$ cat src/rtl/axis_keep_packer_if.sv
// Stream bundle around the keep packer: the sparse input stream (s_*)
// and the dense output stream (m_*). The packer uses the slave view; the
// environment feeding it and draining it uses the master view.
interface axis_keep_packer_if #(
  parameter int S_BYTES = 4,
  parameter int M_BYTES = 8,
  parameter int CNT_W   = 32
) ();
  logic                   s_valid;
  logic                   s_ready;
  logic [S_BYTES*8-1:0]   s_data;
  logic [S_BYTES-1:0]     s_keep;
  logic                   s_last;

  logic                   m_valid;
  logic                   m_ready;
  logic [M_BYTES*8-1:0]   m_data;
  logic [M_BYTES-1:0]     m_keep;
  logic                   m_last;
  logic [CNT_W-1:0]       m_pkt_bytes;

  modport master (
    output s_valid, s_data, s_keep, s_last, m_ready,
    input  s_ready, m_valid, m_data, m_keep, m_last, m_pkt_bytes
  );

  modport slave (
    input  s_valid, s_data, s_keep, s_last, m_ready,
    output s_ready, m_valid, m_data, m_keep, m_last, m_pkt_bytes
  );
endinterface

$ cat src/rtl/axis_keep_packer.sv
// Compacts the kept bytes of a sparse AXI-Stream into dense M_BYTES beats.
// Bytes collect in a small buffer; a beat goes out once a full word is
// available or the packet's last input beat has been taken. Input is only
// accepted while the output side is idle, so a presented beat never changes
// underneath a stalled consumer.
module axis_keep_packer #(
  parameter int S_BYTES = 4,
  parameter int M_BYTES = 8,
  parameter int CNT_W   = 32
) (
  input logic               aclk,
  input logic               areset,
  axis_keep_packer_if.slave axis
);

  localparam int D     = M_BYTES + S_BYTES;
  localparam int OCC_W = $clog2(D + 1);
  localparam logic [OCC_W-1:0] M_OCC = OCC_W'(M_BYTES);

  logic [7:0]       byte_q [D];
  logic [7:0]       byte_n [D];
  logic [OCC_W-1:0] occ_q;
  logic [OCC_W-1:0] occ_n;
  logic             last_pend_q;
  logic             last_pend_n;
  logic [CNT_W-1:0] pkt_cnt_q;
  logic [CNT_W-1:0] pkt_cnt_n;
  logic             rst_hold_q;

  logic [OCC_W-1:0] emit_n;
  logic             s_ready_w;
  logic             m_valid_w;
  logic             m_last_w;
  logic             accept;
  logic             emit;
  int               pos;

  // Number of bytes the current output beat carries.
  assign emit_n = (occ_q > M_OCC) ? M_OCC : occ_q;

  // The input is held off for one cycle after reset and whenever a beat is
  // (or is about to be) presented, which keeps the output contents frozen.
  assign s_ready_w = !areset && !rst_hold_q && !last_pend_q && (occ_q < M_OCC);
  assign m_valid_w = !areset && ((occ_q >= M_OCC) || last_pend_q);
  assign m_last_w  = !areset && last_pend_q && (occ_q <= M_OCC);

  assign accept = axis.s_valid && s_ready_w;
  assign emit   = m_valid_w && axis.m_ready;

  assign axis.s_ready     = s_ready_w;
  assign axis.m_valid     = m_valid_w;
  assign axis.m_last      = m_last_w;
  assign axis.m_pkt_bytes = m_last_w ? (pkt_cnt_q + CNT_W'(emit_n)) : '0;

  // Present the low buffer bytes; lanes beyond the beat's byte count read 0.
  always_comb begin
    axis.m_data = '0;
    axis.m_keep = '0;
    for (int i = 0; i < M_BYTES; i++) begin
      if (!areset && (OCC_W'(i) < emit_n)) begin
        axis.m_data[8*i +: 8] = byte_q[i];
        axis.m_keep[i]        = 1'b1;
      end
    end
  end

  // Next buffer state: shift out the emitted beat first, then append the
  // kept lanes of an accepted beat in ascending lane order.
  always_comb begin
    for (int i = 0; i < D; i++) begin
      byte_n[i] = byte_q[i];
    end
    occ_n       = occ_q;
    last_pend_n = last_pend_q;
    pkt_cnt_n   = pkt_cnt_q;
    pos         = 0;

    if (emit) begin
      for (int j = 0; j < D; j++) begin
        if (j + int'(emit_n) < D) begin
          byte_n[j] = byte_q[j + int'(emit_n)];
        end else begin
          byte_n[j] = 8'h00;
        end
      end
      occ_n     = occ_q - emit_n;
      pkt_cnt_n = pkt_cnt_q + CNT_W'(emit_n);
      if (m_last_w) begin
        occ_n       = '0;
        last_pend_n = 1'b0;
        pkt_cnt_n   = '0;
      end
    end

    if (accept) begin
      pos = int'(occ_n);
      for (int i = 0; i < S_BYTES; i++) begin
        if (axis.s_keep[i]) begin
          if (pos < D) begin
            byte_n[pos] = axis.s_data[8*i +: 8];
          end
          pos = pos + 1;
        end
      end
      occ_n = OCC_W'(pos);
      if (axis.s_last) begin
        last_pend_n = 1'b1;
      end
    end
  end

  // Register the packer state; reset drops any partially collected packet.
  always_ff @(posedge aclk) begin
    if (areset) begin
      for (int i = 0; i < D; i++) begin
        byte_q[i] <= 8'h00;
      end
      occ_q       <= '0;
      last_pend_q <= 1'b0;
      pkt_cnt_q   <= '0;
      rst_hold_q  <= 1'b1;
    end else begin
      for (int i = 0; i < D; i++) begin
        byte_q[i] <= byte_n[i];
      end
      occ_q       <= occ_n;
      last_pend_q <= last_pend_n;
      pkt_cnt_q   <= pkt_cnt_n;
      rst_hold_q  <= 1'b0;
    end
  end

endmodule

$ cat src/flat_wrapper.sv
// flat-port wrapper written by rule: the top's interface ports become plain ports
module axis_keep_packer_flat 
#(
  parameter int S_BYTES = 4,
  parameter int M_BYTES = 8,
  parameter int CNT_W   = 32
)
  (aclk, areset, axis_s_valid, axis_s_data, axis_s_keep, axis_s_last, axis_m_ready, axis_s_ready, axis_m_valid, axis_m_data, axis_m_keep, axis_m_last, axis_m_pkt_bytes);
  axis_keep_packer_if #(.S_BYTES(S_BYTES), .M_BYTES(M_BYTES), .CNT_W(CNT_W)) axis_i ();
  input logic aclk;
  input logic areset;
  input wire logic [$bits(axis_i.s_valid)-1:0] axis_s_valid;
  input wire logic [$bits(axis_i.s_data)-1:0] axis_s_data;
  input wire logic [$bits(axis_i.s_keep)-1:0] axis_s_keep;
  input wire logic [$bits(axis_i.s_last)-1:0] axis_s_last;
  input wire logic [$bits(axis_i.m_ready)-1:0] axis_m_ready;
  output wire logic [$bits(axis_i.s_ready)-1:0] axis_s_ready;
  output wire logic [$bits(axis_i.m_valid)-1:0] axis_m_valid;
  output wire logic [$bits(axis_i.m_data)-1:0] axis_m_data;
  output wire logic [$bits(axis_i.m_keep)-1:0] axis_m_keep;
  output wire logic [$bits(axis_i.m_last)-1:0] axis_m_last;
  output wire logic [$bits(axis_i.m_pkt_bytes)-1:0] axis_m_pkt_bytes;
  assign axis_i.s_valid = axis_s_valid;
  assign axis_i.s_data = axis_s_data;
  assign axis_i.s_keep = axis_s_keep;
  assign axis_i.s_last = axis_s_last;
  assign axis_i.m_ready = axis_m_ready;
  assign axis_s_ready = axis_i.s_ready;
  assign axis_m_valid = axis_i.m_valid;
  assign axis_m_data = axis_i.m_data;
  assign axis_m_keep = axis_i.m_keep;
  assign axis_m_last = axis_i.m_last;
  assign axis_m_pkt_bytes = axis_i.m_pkt_bytes;
  axis_keep_packer #(.S_BYTES(S_BYTES), .M_BYTES(M_BYTES), .CNT_W(CNT_W)) u_core (.aclk(aclk), .areset(areset), .axis(axis_i));
endmodule
$ cat config.mk
export PLATFORM = sky130hd
export DESIGN_NAME = axis_keep_packer_flat
export DESIGN_NICKNAME = d
export VERILOG_FILES = /design/src/rtl/axis_keep_packer_if.sv /design/src/rtl/axis_keep_packer.sv /design/src/flat_wrapper.sv
export SDC_FILE = /design/constraint.sdc
export NUM_CORES = 1
export LEC_CHECK = 0
export BUFFER_PORTS_ARGS = -buffer_cell sky130_fd_sc_hd__buf_2
export CAP_MARGIN = 20
export CELL_PAD_IN_SITES_DETAIL_PLACEMENT = 0
export CELL_PAD_IN_SITES_GLOBAL_PLACEMENT = 1
export CORE_MARGIN = 5
export CORE_UTILIZATION = 45
export DETAILED_ROUTE_END_ITERATION = 6
export PLACE_DENSITY = 0.8
export SYNTH_ARGS = -nofsm -noshare
export SYNTH_HDL_FRONTEND = slang
export SYNTH_SLANG_ARGS = --single-unit
$ cat constraint.sdc
create_clock -name aclk -period 14.9 [get_ports aclk]
set_clock_uncertainty 0.1 [all_clocks]
set_input_delay 0.745 -clock aclk [delete_from_list [all_inputs] [get_ports aclk]]
set_output_delay 0.745 -clock aclk [all_outputs]
set_load 0.02 [all_outputs]
==> flow_metrics.env <==
export IMPL_status="finished clean"
export IMPL_antenna_found_initial=5
export IMPL_worstReg2RegEnd="u_core.byte_q[1][5]$_SDFF_PP0_"
export IMPL_post_cts_resized=0
export IMPL_drtAntennaViolNets=0
export IMPL_timing_fmax_mhz=168.0
export IMPL_cts_buffers_inserted=17
export IMPL_power_leakage_uw=0.006868
export IMPL_synth_mux_area_share_pct=23.62
export IMPL_synth_xor_area_share_pct=2.811
export IMPL_seq_power_share_pct=34.1
export IMPL_wl_mm=87.06
export IMPL_coreArea_sq_um=35400
export IMPL_place_congestion=1.069
export IMPL_whs_path_depth=2
export IMPL_intPower_uw=716.1
export IMPL_clkTransAtPathRegs_ns=0.07
export IMPL_gr_total_overflow=0
export IMPL_cts_sinks=134
export IMPL_period_minus_slack_ns=5.953
export IMPL_placed_area_sq_um=16940
export IMPL_tightest_slew_ns=1.173
export IMPL_setup_ws_ns=8.947
export IMPL_synth_seq_area_share_pct=16.69
export IMPL_synthToLayoutAreaGrowth_pct=9.071
export IMPL_crit_path_start_kind="register"
export IMPL_synthCells=2043
export IMPL_holdWs_ns=0.3632
export IMPL_cts_buffer_depth=2
export IMPL_start_util_pct=45.40
export IMPL_reg2reg_depth=17
export IMPL_pin_count=148
export IMPL_slew_headroom_pct=21.81
export IMPL_swShare_pct=40.75
export IMPL_async_reset_ff_share_pct=0
export IMPL_dieWidth_um=199.0
export IMPL_endpoint="axis_m_pkt_bytes[28]"
export IMPL_cts_htree_levels=4
export IMPL_dieArea_sq_um=39590
export IMPL_synthSimpleGateAreaFrac_pct=20.70
export IMPL_synth_ff_type="dfxtp_1"
export IMPL_cts_tree="yes"
export IMPL_cp_end_kind="output pin"
export IMPL_cts_setup_buffers=0
export IMPL_port_buffers=147
export IMPL_finalSetupViolations=0
export IMPL_vias=18840
export IMPL_rsz0062_at_grt="no"
export IMPL_synth_edf_count=0
export IMPL_pre_cts_ws_ns=9.159
export IMPL_required_ns=14.06
export IMPL_pwr_share_comb_pct=30.9
export IMPL_via_per_inst=7.427
export IMPL_critPathLaunch="u_core.occ_q[3]$_SDFF_PP0_"
export IMPL_drive_gt1_share_pct=19.80
export IMPL_synth_compound_area_share_pct=28.44
export IMPL_synth_nets=2114
export IMPL_r2r_start="u_core.occ_q[0]$_SDFF_PP0_"
export IMPL_clkPwrFrac_pct=35.0
export IMPL_syn_area_sq_um=16070
export IMPL_grt_pass1_vias=17010
export IMPL_reg2reg_slack_ns=9.37
export IMPL_route_detailed_drc=0
export IMPL_cap_violations=0
export IMPL_track_usage_pct=42.64
export IMPL_grt_max_degree=68
export IMPL_ys_ff_latch=134
export IMPL_yosysWarnings=0
export IMPL_final_nets=2129
export IMPL_hold_buffers=0
export IMPL_maxSlewViolCount=0
export IMPL_crit_type="reg2out"
export IMPL_synth_cell_type_count=86
export IMPL_setup_tns_final_ns=0
export IMPL_hpwl_mm=61.23
export IMPL_min_period_over_period_pct=39.95
export IMPL_power_switching_uw=492.5
export IMPL_synth_adder_area_share_pct=2.383
export IMPL_design_area_sq_um=17530
export IMPL_clockRootBuffer="clkbuf_16"
export IMPL_die_y_um=199.0
export IMPL_first_pass_iters=6
export IMPL_syn_avg_cell_area_sq_um=7.865
export IMPL_cp_arrival_ns=5.11
export IMPL_synth_top_family_by_area="compound AO/OA/AOI/OAI gates"
export IMPL_detail_route_iter0_violations=3337
export IMPL_crit_fanout=36
export IMPL_power_density_nw_per_um2=68.96
export IMPL_grt_pass1_wl_mm=122.8
export IMPL_worstHoldPathType="reg2reg"
export IMPL_hold_viol=0
export IMPL_ir_drop_mv=0.08486
export IMPL_num_rows=69
export IMPL_clk_latency_ns=0.46
export IMPL_wl_per_cell_um=34.33
flip-flops by register name (all words and copies together) (netlist names):
register	count
u_core.rst_hold_q	1
u_core.pkt_cnt_q	32
u_core.occ_q	4
u_core.last_pend_q	1
u_core.byte_q	96
final cells by class:
cell class,instances,area (sq um)
Clock buffer,17,425.4
Timing Repair Buffer,188,1051
Inverter,19,71.32
Fill cell,3465,17870
Sequential cell,134,2683
Clock inverter,15,122.6
Tap cell,461,576.8
Antenna cell,4,10.01
Multi-Input combinational cell,1698,12590
cell families (layout without fill, tap and decap cells):
family,count (synthesis),count (layout)
and+or+nand+nor,705,705
AOI/OAI and AO/OA,665,665
muxes,250,250
buffers and inverters,211,239
DFF,134,134
xor gates and xnor gates,46,46
adders and majority gates,30,30
other,2,6
critical path: stages (launching register included):
cell and delay [ns]:
dfxtp_1 0.30, buf_4 0.40, inv_1 0.40, nand2_1 0.43, clkinv_1 0.39, ha_1 0.45, a21o_1 0.12, a21oi_1 0.17
nor3_1 0.59, and3_1 0.34, and3_1 0.36, nand4_1 0.21, xor2_1 0.19, nor2_1 0.08, buf_2 0.17
Yosys cell counts, types with 10 or more instances:
master,number,area (sq um)
nor2_1,226,848.3
nand2_1,213,799.5
clkbuf_1,141,529.3
dfxtp_1,134,2683
o21ai_0,132,660.6
a21oi_1,125,625.6
mux2i_1,105,1051
mux4_2,98,2207
a211oi_1,72,540.5
and2_1,69,431.7
o211ai_1,53,397.9
mux2_2,45,506.7
a22oi_1,42,315.3
nor3_1,36,180.2
and3_1,35,219.0
nand3_1,34,170.2
o2111ai_1,34,297.8
buf_2,31,155.2
ha_1,29,362.9
xnor2_1,27,236.5
a21o_1,24,180.2
a211o_1,23,201.4
o22ai_1,23,143.9
or3_1,17,106.4
inv_1,15,56.30
or2_2,15,93.84
xor2_1,15,131.4
buf_1,14,52.55
nand4_1,13,81.33
o221ai_1,13,113.9
o32a_1,13,130.1
a221oi_1,12,105.1
a2bb2oi_1,11,96.34
o31ai_1,11,82.58
nor2b_1,10,62.56
per-stage QoR:
stage	total power (uW)	utilization [%]	instances
finish	1209	49.52	2536
global route	1231	49.49	2533
CTS	1182	49.40	2529
detailed placement	767.5	47.85	2497
global placement	766.9	47.85	2497
floorplan	632.5	-	2043
power groups by stage:
| stage | Sequential [uW] | Combinational (uW) | Clock (uW) |
|---|---|---|---|
| CTS | 407 | 354 | 421 |
| global placement | 415 | 352 | 0 |
| finish | 412 | 373 | 423 |
| detailed placement | 415 | 352 | 0 |
| global route | 409 | 386 | 436 |
| floorplan | 390 | 243 | 0 |
layer usage:
| metal | GRT usage [%] | routed length, um | vias up | share of wire (%) |
|---|---|---|---|---|
| li1 | - | - | 7796 | - |
| met1 | 56.43 | 32540 | 9020 | 37 |
| met2 | 59.58 | 34670 | 1633 | 40 |
| met3 | 15.97 | 13690 | 382 | 16 |
| met4 | 23.63 | 6031 | 4 | 6.9 |
| met5 | 2.099 | 118 | - | 0.14 |
layout by cell type, fill, tap and decap left out, drive strengths merged, types with 7 or more instances in the layout:
master,netlist,layout
a2bb2oi,11,11
o221ai,13,13
ha,29,29
a31oi,7,7
nor4,10,10
and3,35,35
nand4,13,13
a32oi,7,7
a221oi,12,12
buf,50,187
clkbuf,142,18
a211o,23,23
o31ai,12,12
mux2i,105,105
xnor2,28,28
mux4,98,98
mux2,47,47
a22oi,43,43
o2111ai,34,34
nor2b,10,10
nand2,213,213
o22a,9,9
or3,17,17
o32a,13,13
inv,15,22
a211oi,73,73
o21ai,140,140
nor2,226,226
a21oi,127,127
nand3,34,34
or2,16,16
xor2,15,15
nor3,38,38
clkinv,4,7
o22ai,23,23
o211ai,54,54
a21o,24,24
dfxtp,134,134
and2,69,69
worst min-delay path by stage:
stage	startpoint	to	slack, ns
final	u_core.pkt_cnt_q[0]$_SDFFE_PP0N_	u_core.pkt_cnt_q[0]$_SDFFE_PP0N_	0.36
after global routing	u_core.pkt_cnt_q[0]$_SDFFE_PP0N_	u_core.pkt_cnt_q[0]$_SDFFE_PP0N_	0.39
after CTS	u_core.pkt_cnt_q[0]$_SDFFE_PP0N_	u_core.pkt_cnt_q[0]$_SDFFE_PP0N_	0.36
after detailed placement	u_core.pkt_cnt_q[0]$_SDFFE_PP0N_	u_core.pkt_cnt_q[0]$_SDFFE_PP0N_	0.35
after global placement	u_core.pkt_cnt_q[0]$_SDFFE_PP0N_	u_core.pkt_cnt_q[0]$_SDFFE_PP0N_	0.35
after floorplan	u_core.pkt_cnt_q[0]$_SDFFE_PP0N_	u_core.pkt_cnt_q[0]$_SDFFE_PP0N_	0.34
(Power assumes the default switching activity.)
